### config.mk
export PLATFORM = sky130hd
export DESIGN_NAME = adc_acq_ctrl
export DESIGN_NICKNAME = d
export VERILOG_FILES = /design/src/rtl/wac_pkg.sv /design/src/rtl/acq_sclk_gen.sv /design/src/rtl/adc_acq_ctrl.sv
export SDC_FILE = /design/constraint.sdc
export NUM_CORES = 1
export LEC_CHECK = 0
export CORE_MARGIN = 5
export CORE_UTILIZATION = 45
export DETAILED_ROUTE_END_ITERATION = 8
export PLACE_DENSITY = 0.62
export REMOVE_ABC_BUFFERS = 1
export SLEW_MARGIN = 10
export SYNTH_ARGS = -nofsm -noshare
export SYNTH_HDL_FRONTEND = slang
export SYNTH_SLANG_ARGS = --single-unit
### constraint.sdc
create_clock -name clk -period 2.95 [get_ports clk]
set_input_delay 0.59 -clock clk [delete_from_list [all_inputs] [get_ports clk]]
set_output_delay 0.59 -clock clk [all_outputs]
set_load 0.03 [all_outputs]
### src/rtl/wac_pkg.sv
// wac_pkg: shared FSM state encoding, byte-order constants and BRAM data width for adc_acq_ctrl
package wac_pkg;
   typedef enum logic [2:0] {IDLE, CS_SETUP, SHIFT, HOLD, WRITE, DONE} state_e;
   localparam int   BRAM_DATA_W = 8;
   localparam logic BYTE_LO     = 1'b0;
   localparam logic BYTE_HI     = 1'b1;
endpackage

### src/rtl/acq_sclk_gen.sv
// acq_sclk_gen: runs FRAME_BITS sclk periods (low CLK_DIV, high CLK_DIV) after a start pulse, sclk idles high
module acq_sclk_gen #(
   parameter int FRAME_BITS = 16,
   parameter int CLK_DIV    = 2
) (
   input  logic clk,
   input  logic rst_n,
   input  logic start_i,
   output logic sclk_o,
   output logic rise_o,
   output logic last_o
);
   logic        run_q, sclk_q, half_end;
   logic [15:0] div_q;
   logic [7:0]  bit_q;
   assign half_end = run_q && div_q == 16'(CLK_DIV - 1);
   assign rise_o   = half_end && !sclk_q;
   assign last_o   = half_end && sclk_q && bit_q == 8'(FRAME_BITS - 1);
   assign sclk_o   = sclk_q;
   // half-period divider and bit counter; sclk stays high after the final period
   always_ff @(posedge clk or negedge rst_n)
      if (!rst_n) begin
         run_q  <= 1'b0;
         sclk_q <= 1'b1;
         div_q  <= '0;
         bit_q  <= '0;
      end else if (start_i) begin
         run_q  <= 1'b1;
         sclk_q <= 1'b0;
         div_q  <= '0;
         bit_q  <= '0;
      end else if (half_end) begin
         div_q  <= '0;
         bit_q  <= bit_q + 8'(sclk_q);
         run_q  <= !last_o;
         sclk_q <= !sclk_q || last_o;
      end else if (run_q) begin
         div_q  <= div_q + 16'd1;
      end
endmodule

### src/rtl/adc_acq_ctrl.sv
// adc_acq_ctrl: multi-channel SPI ADC acquisition into BRAM port B; define ACQ_TESTPAT_EN to replace sdo with a counting pattern
module adc_acq_ctrl
   import wac_pkg::*;
#(
   parameter int N_CH       = 2,
   parameter int SAMPLE_W   = 12,
   parameter int FRAME_BITS = 16,
   parameter int CLK_DIV    = 2,
   parameter int QUIET      = 4,
   parameter int ADDR_W     = 12
) (
   input  logic                   clk,
   input  logic                   rst_n,
   input  logic                   start_i,
   input  logic                   stop_i,
   input  logic                   mode_i,
   input  logic [15:0]            n_samples_i,
   input  logic [N_CH-1:0]        sdo_i,
   output logic                   cs_n_o,
   output logic                   sclk_o,
   output logic [ADDR_W-1:0]      bram_addr_o,
   output logic [BRAM_DATA_W-1:0] bram_din_o,
   output logic                   bram_we_o,
   output logic                   busy_o,
   output logic                   done_o,
   output logic                   overflow_o,
   output logic [15:0]            frame_cnt_o
);
   localparam int NB = 2 * N_CH;
   state_e                 state_q;
   logic                   cs_n_q, mode_q, stop_q, we_q, busy_q, done_q, ovf_q;
   logic [15:0]            cnt_q, n_q, fc_q, fc_d, w_0, w_n;
   logic [ADDR_W:0]        addr_q;
   logic [BRAM_DATA_W-1:0] din_q, din_d;
   logic [3:0]             widx_q, widx_d;
   logic                   sg_start, rise, last, fin_d, ovf_d, stop_d;
   logic [SAMPLE_W-1:0]    samp [8];

   assign sg_start = state_q == CS_SETUP && cnt_q == 16'(CLK_DIV - 1);

   acq_sclk_gen #(.FRAME_BITS(FRAME_BITS), .CLK_DIV(CLK_DIV)) u_sclk (
      .clk(clk), .rst_n(rst_n), .start_i(sg_start), .sclk_o(sclk_o), .rise_o(rise), .last_o(last)
   );

   genvar i;
   for (i = 0; i < 8; i++) begin : g_ch
      if (i < N_CH) begin : g_on
`ifdef ACQ_TESTPAT_EN
         assign samp[i] = SAMPLE_W'(fc_q + 16'(i));
`else
         logic [SAMPLE_W-1:0] sh_q;
         // capture sdo on each sclk rise; older bits fall off the top
         always_ff @(posedge clk or negedge rst_n)
            if (!rst_n) sh_q <= '0;
            else if (rise) sh_q <= SAMPLE_W'({sh_q, sdo_i[i]});
         assign samp[i] = sh_q;
`endif
      end else begin : g_off
         assign samp[i] = '0;
      end
   end

   assign fc_d   = fc_q + 16'd1;
   assign widx_d = widx_q + 4'd1;
   assign w_0    = 16'(samp[0]);
   assign w_n    = 16'(samp[widx_d[3:1]]);
   assign din_d  = widx_d[0] == BYTE_HI ? w_n[15:8] : w_n[7:0];
   assign fin_d  = !mode_q && fc_d == n_q;
   assign stop_d = stop_q || stop_i;
   // addr_q still holds the last written byte address when this is evaluated
   assign ovf_d  = !mode_q && int'(addr_q) + 1 + NB > 2 ** ADDR_W;

   // acquisition sequencer with registered outputs
   always_ff @(posedge clk or negedge rst_n)
      if (!rst_n) begin
         state_q <= IDLE;
         cs_n_q  <= 1'b1;
         mode_q  <= 1'b0;
         stop_q  <= 1'b0;
         we_q    <= 1'b0;
         busy_q  <= 1'b0;
         done_q  <= 1'b0;
         ovf_q   <= 1'b0;
         cnt_q   <= '0;
         n_q     <= '0;
         fc_q    <= '0;
         addr_q  <= '0;
         din_q   <= '0;
         widx_q  <= '0;
      end else begin
         done_q <= 1'b0;
         if (busy_q && stop_i) stop_q <= 1'b1;
         case (state_q)
            IDLE: if (start_i) begin
               mode_q <= mode_i;
               n_q    <= n_samples_i;
               addr_q <= '0;
               fc_q   <= '0;
               ovf_q  <= 1'b0;
               stop_q <= 1'b0;
               busy_q <= 1'b1;
               cnt_q  <= '0;
               if (!mode_i && n_samples_i == 16'd0) begin
                  state_q <= DONE;
                  done_q  <= 1'b1;
               end else begin
                  state_q <= CS_SETUP;
                  cs_n_q  <= 1'b0;
               end
            end
            CS_SETUP: begin
               cnt_q <= cnt_q + 16'd1;
               if (sg_start) state_q <= SHIFT;
            end
            SHIFT: if (last) begin
               state_q <= HOLD;
               cs_n_q  <= 1'b1;
               cnt_q   <= '0;
            end
            HOLD: begin
               cnt_q <= cnt_q + 16'd1;
               if (cnt_q == 16'(QUIET - 1)) begin
                  state_q <= WRITE;
                  we_q    <= 1'b1;
                  widx_q  <= '0;
                  din_q   <= w_0[7:0];
               end
            end
            WRITE: begin
               addr_q <= addr_q + 1'b1;
               widx_q <= widx_d;
               din_q  <= din_d;
               if (widx_q == 4'(NB - 1)) begin
                  we_q  <= 1'b0;
                  fc_q  <= fc_d;
                  cnt_q <= '0;
                  if (fin_d || stop_d || ovf_d) begin
                     state_q <= DONE;
                     done_q  <= 1'b1;
                     ovf_q   <= ovf_d && !fin_d && !stop_d;
                  end else begin
                     state_q <= CS_SETUP;
                     cs_n_q  <= 1'b0;
                  end
               end
            end
            DONE: begin
               state_q <= IDLE;
               busy_q  <= 1'b0;
            end
            default: state_q <= IDLE;
         endcase
      end

   assign cs_n_o      = cs_n_q;
   assign bram_addr_o = addr_q[ADDR_W-1:0];
   assign bram_din_o  = din_q;
   assign bram_we_o   = we_q;
   assign busy_o      = busy_q;
   assign done_o      = done_q;
   assign overflow_o  = ovf_q;
   assign frame_cnt_o = fc_q;
endmodule
# Yosys cells after proc, flatten, opt, wreduce, memory -nomap -nowiden
# Index checks and enable logic that the tools add are counted.
classes:
  n_addsub: 8
  mul: 0
  div_mod_pow: 0
  magnitude_cmp: 2
  n_eq_ne: 19
  shifts: 0
  muxes: 56
  n_bitwise: 1
  reduce_logical: 41
op_table:
  columns: ["cell", "n"]
  rows:
  - ["16-bit two-way mux", 7]
  - ["16-bit case mux with 4 select lines", 1]
  - ["16-bit by 1-bit adder with 16-bit output (second input constant)", 3]
  - ["12-bit binary-select mux with 3-bit select", 1]
  - ["16-bit by 1-bit == test with 1-bit output (second input constant)", 2]
  - ["8-bit two-way mux", 4]
  - ["16-bit case mux with 2 select lines", 1]
  - ["13-bit case mux with 2 select lines", 1]
  - ["12-bit two-way mux", 2]
  - ["1-bit two-way mux", 22]
  - ["3-bit two-way mux", 7]
  - ["16-bit == test", 1]
  - ["16-bit by 2-bit == test with 1-bit output (second input constant)", 1]
  - ["16-bit zero test", 1]
  - ["8-bit case mux with 2 select lines", 1]
  - ["14-bit by 3-bit adder with 15-bit output (second input constant)", 1]
  - ["15-bit by 13-bit greater-than comparator with 1-bit output (second input constant)", 1]
  - ["3-bit case mux with 5 select lines", 1]
  - ["13-bit by 1-bit adder with 14-bit output (second input constant)", 1]
  - ["2-bit inequality test (second input constant)", 7]
  - ["13-bit by 1-bit adder with 13-bit output (second input constant)", 1]
  - ["13-bit two-way mux", 1]
  - ["1-bit logical AND", 11]
  - ["8-bit by 1-bit adder with 8-bit output", 1]
  - ["25 further kinds", 47]
word_totals:
  reg_bits: 133
  latchBits: 0
  ramBits: 0
  mem_bits_ro: 0
  in_bits: 23
  out_inout_bits: 42
  word_cells: 147
  mem_count: 0

# Depth between registers and ports, before layout
# Gate-level depths: netlist (run 1).
logic_depth:
  word_depth: 9
  mapped_depth: 10
  ltp_nobuf: 9

# Hierarchy
# From an unflattened synthesis (run 1), not the netlist that was laid out.
unflattened:
  hier_cells: 785
  hier_area_um2: 7328.3
modules_own_cells:
  columns: ["module", "n_inst", "cells_each", "area_per_inst_um2", "seq_area_each_um2"]
  rows:
  - ["adc_acq_ctrl", 1, 623, 5821.8, 2678.8]
  - ["acq_sclk_gen", 1, 162, 1506.4, 651.9]

# Least setup slack after synthesis (run 1)
# No wires, ideal clock.
synth_timing:
  path_kind: "flip-flop to flip-flop"
  start: "register fc_q[0], in the netlist frame_cnt_o[0]"
  end: "register ovf_q, in the netlist overflow_o"
  setup_ns: 0.065
  t_arrival_ns: 2.548
  t_required_ns: 2.885
  path_slack_ns: 0.337
  path_stages_with_launch: 11
  path_buffers: 2
  synth_period_minus_slack_ns: 2.613
  path_cell_list: "dfrtp_1 ha_1 and3_1 buf_6 and4_4 buf_6 mux2_4 nand3_1 a31oi_4 a2111oi_0 a211o_1"
synth_between:
  elab_chain_len: 9
  elab_cells_between_ends: 13
  classes_between: "add/sub: 1; eq/ne: 2; mux: 3; reduce/logical: 7"
synth_rtl:
  columns: ["item", "line_no", "rtl"]
  rows:
  - ["start: declaration", "adc_acq_ctrl.sv:32", "logic [15:0] cnt_q, n_q, fc_q, fc_d, w_0, w_n;"]
  - ["start signal: assignment", "adc_acq_ctrl.sv:86", "fc_q <= '0;"]
  - ["start signal: assignment", "adc_acq_ctrl.sv:98", "fc_q <= '0;"]
  - ["start signal: assignment", "adc_acq_ctrl.sv:135", "fc_q <= fc_d;"]
  - ["16-bit by 1-bit adder with 16-bit output (*)", "adc_acq_ctrl.sv:63", "assign fc_d = fc_q + 16'd1;"]
  - ["16-bit == test (*)", "adc_acq_ctrl.sv:68", "assign fin_d = !mode_q && fc_d == n_q;"]
  - ["1-bit logical AND (*)", "adc_acq_ctrl.sv:68", null]
  - ["1-bit zero test", "adc_acq_ctrl.sv:140", "ovf_q <= ovf_d && !fin_d && !stop_d;"]
  - ["1-bit logical AND (2 in series)", "adc_acq_ctrl.sv:140", null]
  - ["1-bit two-way mux", "adc_acq_ctrl.sv:137", "if (fin_d || stop_d || ovf_d) begin"]
  - ["1-bit two-way mux", "adc_acq_ctrl.sv:133", "if (widx_q == 4'(NB - 1)) begin"]
  - ["1-bit case mux with 2 select lines", "adc_acq_ctrl.sv:93", "case (state_q)"]
  - ["end signal: assignment", "adc_acq_ctrl.sv:140", null]
  - ["end: declaration", "adc_acq_ctrl.sv:31", "logic cs_n_q, mode_q, stop_q, we_q, busy_q, done_q, ovf_q;"]
# Every way passes the cells marked *; elsewhere a longest branch is shown, timed or not. The select of a mux whose other input is x is not followed.
# A chain may end at the register's enable or synchronous reset.

# Worst setup path after layout (run 1)
# Same ends and word-level chain as after synthesis.

==> results.md, run 1 <==
* Critical path required time at 3.30 ns
* Wire per inst at approximately 16 um
* Num Clock Sinks at 133
* DP Cell Count at 1,023
* Layout area overhead at 19.2%
* Nets@finish at about 860
* Status: finished, final reports clean
* Minimum clock period at 2.83 ns
* Vias per cell at 5.52
* Placed cell area at 0.00804 sq mm
* Clock Skew at 0.0105 ns
* Initial Util at 0.457
* Normalized max-slew margin at 0.478
* Syn avg cell area at 9.33 sq um
* Clock-pin transition on the worst setup and hold timing paths at approximately 0.06 ns
* Routed Antenna Nets at 0
* Core Area at around 0.016 sq mm
* Tot GR Track Use at 0.191
* Cell count after synthesis at roughly 780
* Chip Width at between 100 and 150 um
* Root Buffer: clkbuf_16
* Crit path kind: register to register
* Vias in the first global route at 5,769
* I/O pin count at 65
* RSZ-0062 raised after global routing: false
* Fraction of registers with async set/reset at 1.00
* Diode count at 0
* Pre-CTS setup slack at 0.215 ns
* Die Y at 137 um
* Final instance area at 0.00862 sq mm
* Row cnt at 46
* Max FO, Critical Path at 9
* Routed WL at 16.9 mm
* Setup TNS at 0 ns
* Layout cell share with drive strength beyond 1 at 0.128
* HP Class: input port to asynchronous set/reset pin
* Power per standard cell area at 799 mW/mm^2
* CP Capture Type: register
* Setup Fix Bufs, Post-CTS at 0
* Synth warn at 0
* HPWL Detailed at 12.1 mm
* Netlist cell types at 72
* Register area share after synthesis at 0.461
* IO buf count at 64
* FF-to-FF setup slack at 0.12 ns
* Vias post-DR at between 5,000 and 6,000
* Total grt overflow at 0
* Tot Pwr at roughly 7 mW
* Final setup fails at 0
* Least-Margin Pin Slew at 0.783 ns
* Post-Syn Area at 0.00723 sq mm
* Main synth FF type: dfrtp_1
* Fmax at 354 MHz
* Top cell type by total area after synthesis: dfrtp_1
* Setup ws final at roughly 0.12 ns
* Synth top area cells: dfrtp_1 45%, nand2_1 5.7%, mux2_2 3.9%
* Lkg Pwr at 3.74 nW
* Arrival time worst endpoint at 3.18 ns
* First-pass GRT wire length at 28.5 mm
* Most frequent cells in the layout: 131 x dfrtp_1, 110 x nand2_1, 71 x nor2_1, 63 x clkdlybuf4s50_1, 55 x o21ai_0
* Starting DRT DRC Count at roughly 420
* Number of flops mapped to enable cells by yosys at 0
* Commonest non-fill, non-tap cell in the layout: dfrtp_1
* Startpoint types: register
* Global placement routability congestion at 0.828
* Initial antenna violation count at 0
* Full die area at 0.0187 sq mm
* Longest Clk Path Bufs at 2
* VDD IR max at roughly 0.55 mV
* PostCTS Resize Cnt at 0
* Number of synthesized register bits at roughly 130
* Max-capacitance violation count at 0
* Filler-free cell count of the finished design at approximately 1,100
* Slew Viols, Final at 0
* Largest net degree at the start of global routing at 49
* Num CTS Buffers at 17
* CTS tree: yes
* Top cell type's share of synthesized area at 0.453
* Worst skew pair latency at 0.42 ns
* Post-route clock period utilization at 0.958
* DR DRC count at 0
* Htree depth at 4
* First-pass DRT Iterations at 7
* Final Hold Viols at 0
* Post-CTS Hold Buffers at 0
## sequential cells by signal, summed over array words and instances, names as in the netlist, 3 cells and up
register	flops
u_sclk.div_q	16
n_q	16
frame_cnt_o	16
u_sclk.bit_q	8
bram_din_o	8
addr_q	13
g_ch.g_on.sh_q	24
state_q	3
widx_q	4
cnt_q	16
## worst paths after layout
kind,start,endpoint,depth (start not counted)
min in group clk,bram_we_o$_DFFE_PN0P_,bram_we_o$_DFFE_PN0P_,2
worst max-delay path,frame_cnt_o[0]$_DFFE_PN0P_,overflow_o$_DFFE_PN0P_,8
worst max register to register,frame_cnt_o[0]$_DFFE_PN0P_,overflow_o$_DFFE_PN0P_,8
max in group asynchronous,rst_n,n_q[7]$_DFFE_PN0P_,2
worst min-delay path,rst_n,u_sclk.div_q[8]$_DFFE_PN0P_,1
worst min register to register,bram_we_o$_DFFE_PN0P_,bram_we_o$_DFFE_PN0P_,2
## cell type report
class,instances,area [sq um]
Fill cell,1379,7210
Multi-Input combinational cell,569,3560
Sequential cell,133,3330
Timing Repair Buffer,87,811
Clock buffer,18,429
Tap cell,216,270
Clock inverter,12,156
Inverter,18,67.6
## worst max-delay path: stages (launching register included)
cell and delay, ns:
dfrtp_1 0.49, ha_1 0.31, and3_1 0.42, and4_4 0.34, mux2_4 0.31, nand3_1 0.13
a31oi_4 0.12, a2111oi_0 0.48, a211o_1 0.16
## metal layers
metal  global-route usage  up-vias  routed length, um
met1                0.259     2859               7760
li1                     -     2824                  -
met4               0.0554        0                181
met3               0.0467       15                798
met2                0.304      117               8130
met5                    0        -                  0
## cell families after synthesis
kind of cell | synth area share
xor gates and xnor gates | 0.0618
buffers and inverters | 0.0486
and+or+nand+nor | 0.234
AOI/OAI and AO/OA | 0.109
muxes | 0.0687
DFF | 0.461
adders and majority gates | 0.0170
## report_power, final
| part | internal, mW | switching [mW] |
|---|---|---|
| Sequential | 2.22 | 0.463 |
| Combinational | 0.921 | 1.19 |
| Clock | 1.32 | 0.785 |
## cell usage after synthesis, types with 3 or more instances
cell	n
a21oi_1	27
a22o_1	3
a31o_2	3
a31oi_1	9
and3_1	12
and4_1	6
buf_2	9
buf_4	13
clkbuf_1	28
dfrtp_1	131
ha_1	9
inv_1	18
mux2_2	25
mux2i_1	11
mux4_2	4
nand2_1	110
nand2b_1	10
nand3_1	37
nand4_1	22
nor2_1	71
nor2b_1	4
nor3_1	15
nor4_1	13
nor4b_1	3
o21ai_0	55
o22ai_1	4
o31ai_1	8
or3_1	10
xnor2_1	31
xor2_1	20
## stage by stage
step / utilization / hold WS [ns]
2_1_floorplan: - / 0.294
3_3_place_gp: 0.508 / 0.468
6_report: 0.545 / 0.181
5_1_grt: 0.545 / 0.235
3_5_place_dp: 0.508 / 0.465
4_1_cts: 0.545 / 0.216
Power figures use the tool's default switching activity.
==> run 2, diff against run 1 <==
--- a/config.mk
+++ b/config.mk
@@ -5,11 +5,13 @@
 export SDC_FILE = /design/constraint.sdc
 export NUM_CORES = 1
 export LEC_CHECK = 0
+export CORE_ASPECT_RATIO = 0.5
 export CORE_MARGIN = 5
 export CORE_UTILIZATION = 45
 export DETAILED_ROUTE_END_ITERATION = 8
 export PLACE_DENSITY = 0.62
 export REMOVE_ABC_BUFFERS = 1
+export SKIP_LAST_GASP = 1
 export SLEW_MARGIN = 10
 export SYNTH_ARGS = -nofsm -noshare
 export SYNTH_HDL_FRONTEND = slang
==> run 2 against run 1 <==
Compared with the run above: setup slack improved by 0.17 ns; final cell count decreased by 1.2%; highest routed layer unchanged; clock skew about the same; sequential share of layout area decreased by 0.15 points; clock-buffer cell count increased by 5; non-clock buffer count decreased by 2; via count decreased by 0.33%.
==> results.md, run 2 (synthesis gave the netlist of run 1 again) <==
* Status: finished, final reports clean
* Row cnt at 32
* Fillcell total at 1,374
* Most frequent cells in the layout: 131 x dfrtp_1, 110 x nand2_1, 71 x nor2_1, 63 x clkdlybuf4s50_1, 55 x o21ai_0
* Final setup fails at 0
* Global-route met3 utilization at 0.0484
* Largest net degree at the start of global routing at 48
* Lkg Pwr at about 3.8 nW
* Starting DRT DRC Count at around 320
* DP Cell Count at roughly 1,000
* Combinational power share at 0.302
* Setup TNS at 0 ns
* Initial Util at 0.464
* Worst flop-to-flop path startpoint: frame_cnt_o[1]$_DFFE_PN0P_
* Multi-input logic area at 0.00356 sq mm
* Die Y at 99.6 um
* Utilization after layout at 0.556
* Normalized max-slew margin at 0.442
* CP Capture Type: register
* Core Area at 0.0156 sq mm
* First-pass GRT wire length at 29.2 mm
* Register Area at 0.00333 sq mm
* Filler-free cell count of the finished design at 1,040
* Full die area at 0.0189 sq mm
* Reg2reg path depth at 8
* I/O pin count at 65
* Routed WL at 17.2 mm
* Clock-pin transition on the worst setup and hold timing paths at 0.05 ns
* Longest Clk Path Bufs at 2
* Crit path kind: input port to register
* Worst flop-to-flop path endpoint: overflow_o$_DFFE_PN0P_
* First-pass DRT Iterations at 4
* Arrival time worst endpoint at 2.98 ns
* Num Clock Sinks at 133
* HPWL Detailed at 12.1 mm
* Clock Skew at between 0.01 and 0.015 ns
* PostCTS Resize Cnt at 0
* Final Hold Viols at 0
* Wire per inst at 16.6 um
* Most used routing layer: met2
* FF-to-FF setup slack at 0.30 ns
* Vias post-DR at 5,796
* P_sw at 2.44 mW
* Routing usage on met1 at 0.265
* HP Class: input port to asynchronous set/reset pin
* Setup ws final at 0.296 ns
* Routed Antenna Nets at 0
* Switching fraction of total power at 0.346
* Setup crit end: cs_n_o$_DFFE_PN1P_
* Setup Fix Bufs, Post-CTS at 0
* Vias per cell at 5.57
* Total grt overflow at 0
* Max-capacitance violation count at 0
* Nets@finish at about 860
* Worst setup path startpoint: n_samples_i[1]
* VDD IR max at 0.478 mV
* Tot GR Track Use at 0.190
* DR DRC count at 0
* Power per standard cell area at 816 mW/mm^2
* Startpoint types: input port
* Seq pwr share at 0.378
* Max FFs per register at 24
* RSZ-0062 raised after global routing: false
* Layout cell share with drive strength beyond 1 at 0.124
* Post-CTS Hold Buffers at 0
* Slew Viols, Final at 0
* Least-Margin Pin Slew at 0.837 ns
* Fmax at 377 MHz
* Critical path required time at roughly 3.3 ns
* Layout area overhead at 19.7%
* IO buf count at 64
* Worst skew pair latency at 0.42 ns
* Post-route clock period utilization at 0.900
* Htree depth at 4
* Pint at 4.62 mW
* Clk pwr share at 0.320
* GR met2 Demand/Resource at 0.299
* Initial antenna violation count at 0
* Pre-CTS setup slack at -0.0619 ns
* Vias in the first global route at around 5,700
* Largest Register: g_ch.g_on.sh_q
* Diode count at 0
* Minimum clock period at 2.65 ns
* Commonest non-fill, non-tap cell in the layout: dfrtp_1
* Max FO, Critical Path at 3
* Num CTS Buffers at 17
* Global placement routability congestion at 0.843
* Root Buffer: clkbuf_16
* CTS tree: yes
* Chip Width at 189 um
run 2: cell count changes in the layout (fill, tap and decap cells not counted), sizes merged:
cell	previous run	this run
buf	24	22
bufinv	3	4
clkbuf	18	23
clkinv	7	2
run 2: critical path: stages:
cell and delay [ns]:
clkdlybuf4s50_1 0.43, nor4_1 0.54, nand4_1 0.20, nor4_1 0.54
o21ai_0 0.26, a2bb2oi_1 0.18, o22a_1 0.17, o31ai_1 0.07
run 2: cell type report:
cell class / instances / area share
Sequential cell: 133 / 0.385
Tap cell: 204 / 0.0295
Clock buffer: 23 / 0.0552
Clock inverter: 8 / 0.0169
Inverter: 18 / 0.00781
Multi-Input combinational cell: 569 / 0.411
Timing Repair Buffer: 85 / 0.0948
run 2: power by group through the flow:
| stage | Sequential (mW) | Combinational (mW) | Clock [mW] |
|---|---|---|---|
| floorplan | 2.71 | 1.33 | 0 |
| global placement | 2.68 | 2.11 | 0 |
| detailed placement | 2.69 | 2.14 | 0 |
| CTS | 2.67 | 2.16 | 2.30 |
| global route | 2.74 | 2.37 | 2.39 |
| finish | 2.67 | 2.14 | 2.26 |
run 2: stage by stage:
stage	instance area, sq um	total power [mW]	hold WS (ns)
6_report	8660	7.06	0.193
5_1_grt	8660	7.50	0.240
4_1_cts	8660	7.13	0.213
3_5_place_dp	8030	4.84	0.484
3_3_place_gp	8030	4.79	0.476
2_1_floorplan	6950	4.05	0.294
run 2: how the worst min path moves through the flow:
stage | endpoint | cells past startpoint | slack [ns]
floorplan | addr_q[0]$_DFFE_PN0P_ | 0 | 0.29
global placement | bram_din_o[6]$_DFFE_PN0P_ | 2 | 0.48
detailed placement | n_q[15]$_DFFE_PN0P_ | 2 | 0.48
CTS | n_q[3]$_DFFE_PN0P_ | 1 | 0.21
global route | n_q[3]$_DFFE_PN0P_ | 1 | 0.24
finish | frame_cnt_o[2]$_DFFE_PN0P_ | 1 | 0.19
run 2: routing by layer:
layer  share of wire  vias up
met5               0        -
met4           0.010        0
met3           0.041       20
met2            0.46      103
met1            0.49     2858
li1                -     2815
==> run 3, diff against run 2 <==
--- a/config.mk
+++ b/config.mk
@@ -6,7 +6,6 @@
 export NUM_CORES = 1
 export LEC_CHECK = 0
 export CORE_ASPECT_RATIO = 0.5
-export CORE_MARGIN = 5
 export CORE_UTILIZATION = 45
 export DETAILED_ROUTE_END_ITERATION = 8
 export PLACE_DENSITY = 0.62
==> run 3 against run 2 <==
Compared with the run above: die area decreased by 12%; setup slack got worse by 0.098 ns; first-iteration DRC count increased by 31%; non-clock buffer count decreased by 2; combinational power decreased by 2%; sequential power about the same; largest cell class unchanged; register-to-register slack got worse by 0.098 ns; critical path type is now register to register; global-route usage increased by 2.3 points.
==> results.md, run 3 (synthesis gave the netlist of run 1 again) <==
* CP Capture Type: register
* Worst flop-to-flop path startpoint: frame_cnt_o[0]$_DFFE_PN0P_
* WHS at 0.0976 ns
* CP Depth at 8
* Commonest non-fill, non-tap cell in the layout: dfrtp_1
* Met3 wire len at 740 um
* VDD IR max at 0.478 mV
* Htree depth at 4
* Least-Margin Pin Slew at 0.795 ns
* Setup crit end: overflow_o$_DFFE_PN0P_
* Lkg Pwr at around 3.8 nW
* Layout cell share with drive strength beyond 1 at 0.127
* Top Metal Used: met4
* CP Buf/Inv Count at 0
* Chip Width at 181 um
* Post-CTS Hold Buffers at 0
* Final setup fails at 0
* Root Buffer: clkbuf_16
* Slowest cell on crit path: dfrtp_1
* Setup TNS at 0 ns
* Largest net degree at the start of global routing at 64
* Power per standard cell area at 820 mW/mm^2
* Setup ws final at between 0.15 and 0.2 ns
* Status: finished, final reports clean
* Routed WL at approximately 17 mm
* Wire per inst at around 16 um
* Worst setup path startpoint: frame_cnt_o[0]$_DFFE_PN0P_
* Critical path required time at roughly 3.3 ns
* PostCTS Resize Cnt at 0
* I/O pin count at 65
* Clock-pin transition on the worst setup and hold timing paths at 0.06 ns
* Worst skew pair latency at approximately 0.43 ns
* Setup Fix Bufs, Post-CTS at 0
* Longest Clk Path Bufs at 2
* Slew Viols, Final at 0
* Arrival time worst endpoint at 3.06 ns
* Routed Antenna Nets at 0
* Full die area at 0.0166 sq mm
* Fmax at approximately 360 MHz
* Tot GR Track Use at 0.213
* Tot Pwr at 7.10 mW
* CTS tree: yes
* Die Y at 91.6 um
* Vias post-DR at 5,787
* Initial Util at 0.466
* Register Area at 0.00333 sq mm
* HPWL Detailed at 11.4 mm
* FF-to-FF setup slack at between 0.15 and 0.2 ns
* Post-route clock period utilization at 0.933
* Placed cell area at 0.00801 sq mm
* Wire length on met2 at approximately 7.4 mm
* Wl on met1 at 8.23 mm
* Num Clock Sinks at 133
* Most frequent cells in the layout: 131 x dfrtp_1, 110 x nand2_1, 71 x nor2_1, 63 x clkdlybuf4s50_1, 55 x o21ai_0
* Vias in the first global route at around 5,300
* Num CTS Buffers at 17
* IO buf count at 64
* Global placement routability congestion at roughly 0.85
* Pre-CTS setup slack at 0.195 ns
* Max FO, Critical Path at 9
* Worst path top cell family by delay: simple AND/OR/NAND/NOR gates
* HP Class: input port to asynchronous set/reset pin
* Core Area at 0.0155 sq mm
* Max stage delay on crit path at approximately 0.5 ns
* Minimum clock period at 2.75 ns
* Layout area overhead at 19.6%
* Multi-input logic area at 0.00356 sq mm
* Nets@finish at 854
* Vias per cell at 5.57
* Reg2reg path depth at 8
* First-pass GRT wire length at 27.8 mm
* Initial antenna violation count at 0
* Fillcell total at 1,386
* Max FFs per register at 24
* RSZ-0062 raised after global routing: false
* First-pass DRT Iterations at 5
* Total grt overflow at 0
* Diode count at 0
* Worst flop-to-flop path endpoint: overflow_o$_DFFE_PN0P_
* CP cell instances: ha_1, and3_1, and4_4, nand3_4, or3_4, a31oi_4, a211oi_1, a211o_1
* Largest Register: g_ch.g_on.sh_q
* Crit path kind: register to register
* Final Hold Viols at 0
* Normalized max-slew margin at 0.470
* Final instance area at ~0.0087 sq mm
* Startpoint types: register
* Clock Skew at 0.00880 ns
* Max-capacitance violation count at 0
* DR DRC count at 0
* Starting DRT DRC Count at 422
* Row cnt at 32
run 3: stage by stage:
step / util / cells
after global placement: 0.515 / 1007
after floorplan: - / 720
final: 0.557 / 1039
after CTS: 0.557 / 1039
after detailed placement: 0.515 / 1007
after global routing: 0.557 / 1039
run 3: worst min path at each step:
stage,slack (ns),end,startpoint
global route,0.12,frame_cnt_o[15]$_DFFE_PN0P_,rst_n
CTS,0.11,frame_cnt_o[10]$_DFFE_PN0P_,rst_n
global placement,0.48,stop_q$_DFF_PN0_,stop_q$_DFF_PN0_
finish,0.1,n_q[6]$_DFFE_PN0P_,rst_n
detailed placement,0.48,bram_din_o[6]$_DFFE_PN0P_,bram_din_o[6]$_DFFE_PN0P_
floorplan,0.29,addr_q[0]$_DFFE_PN0P_,rst_n
run 3: power breakdown:
group	switching, mW	internal, mW
Sequential	0.467	2.22
Clock	0.881	1.44
Combinational	1.18	0.919
run 3: area by class of cell:
cell class / instances / area share
multi-input combinational: 569 / 0.411
sequential: 133 / 0.385
timing repair buffer: 83 / 0.0921
clock buffer: 17 / 0.0492
tap: 204 / 0.0295
clock inverter: 15 / 0.0253
inverter: 18 / 0.00781
run 3: worst reg2reg max path, delay by kind of cell (launching register included):
kind / cells / cell delay [ns]
simple gates: 4 / 1.20
compound gates: 3 / 0.62
flops: 1 / 0.51
fa+ha+maj: 1 / 0.31
run 3: layer usage:
metal  GRT usage  vias up
met5           0        -
met4      0.0643        0
met3      0.0508       15
met2       0.317      118
met1       0.308     2832
li1            -     2822
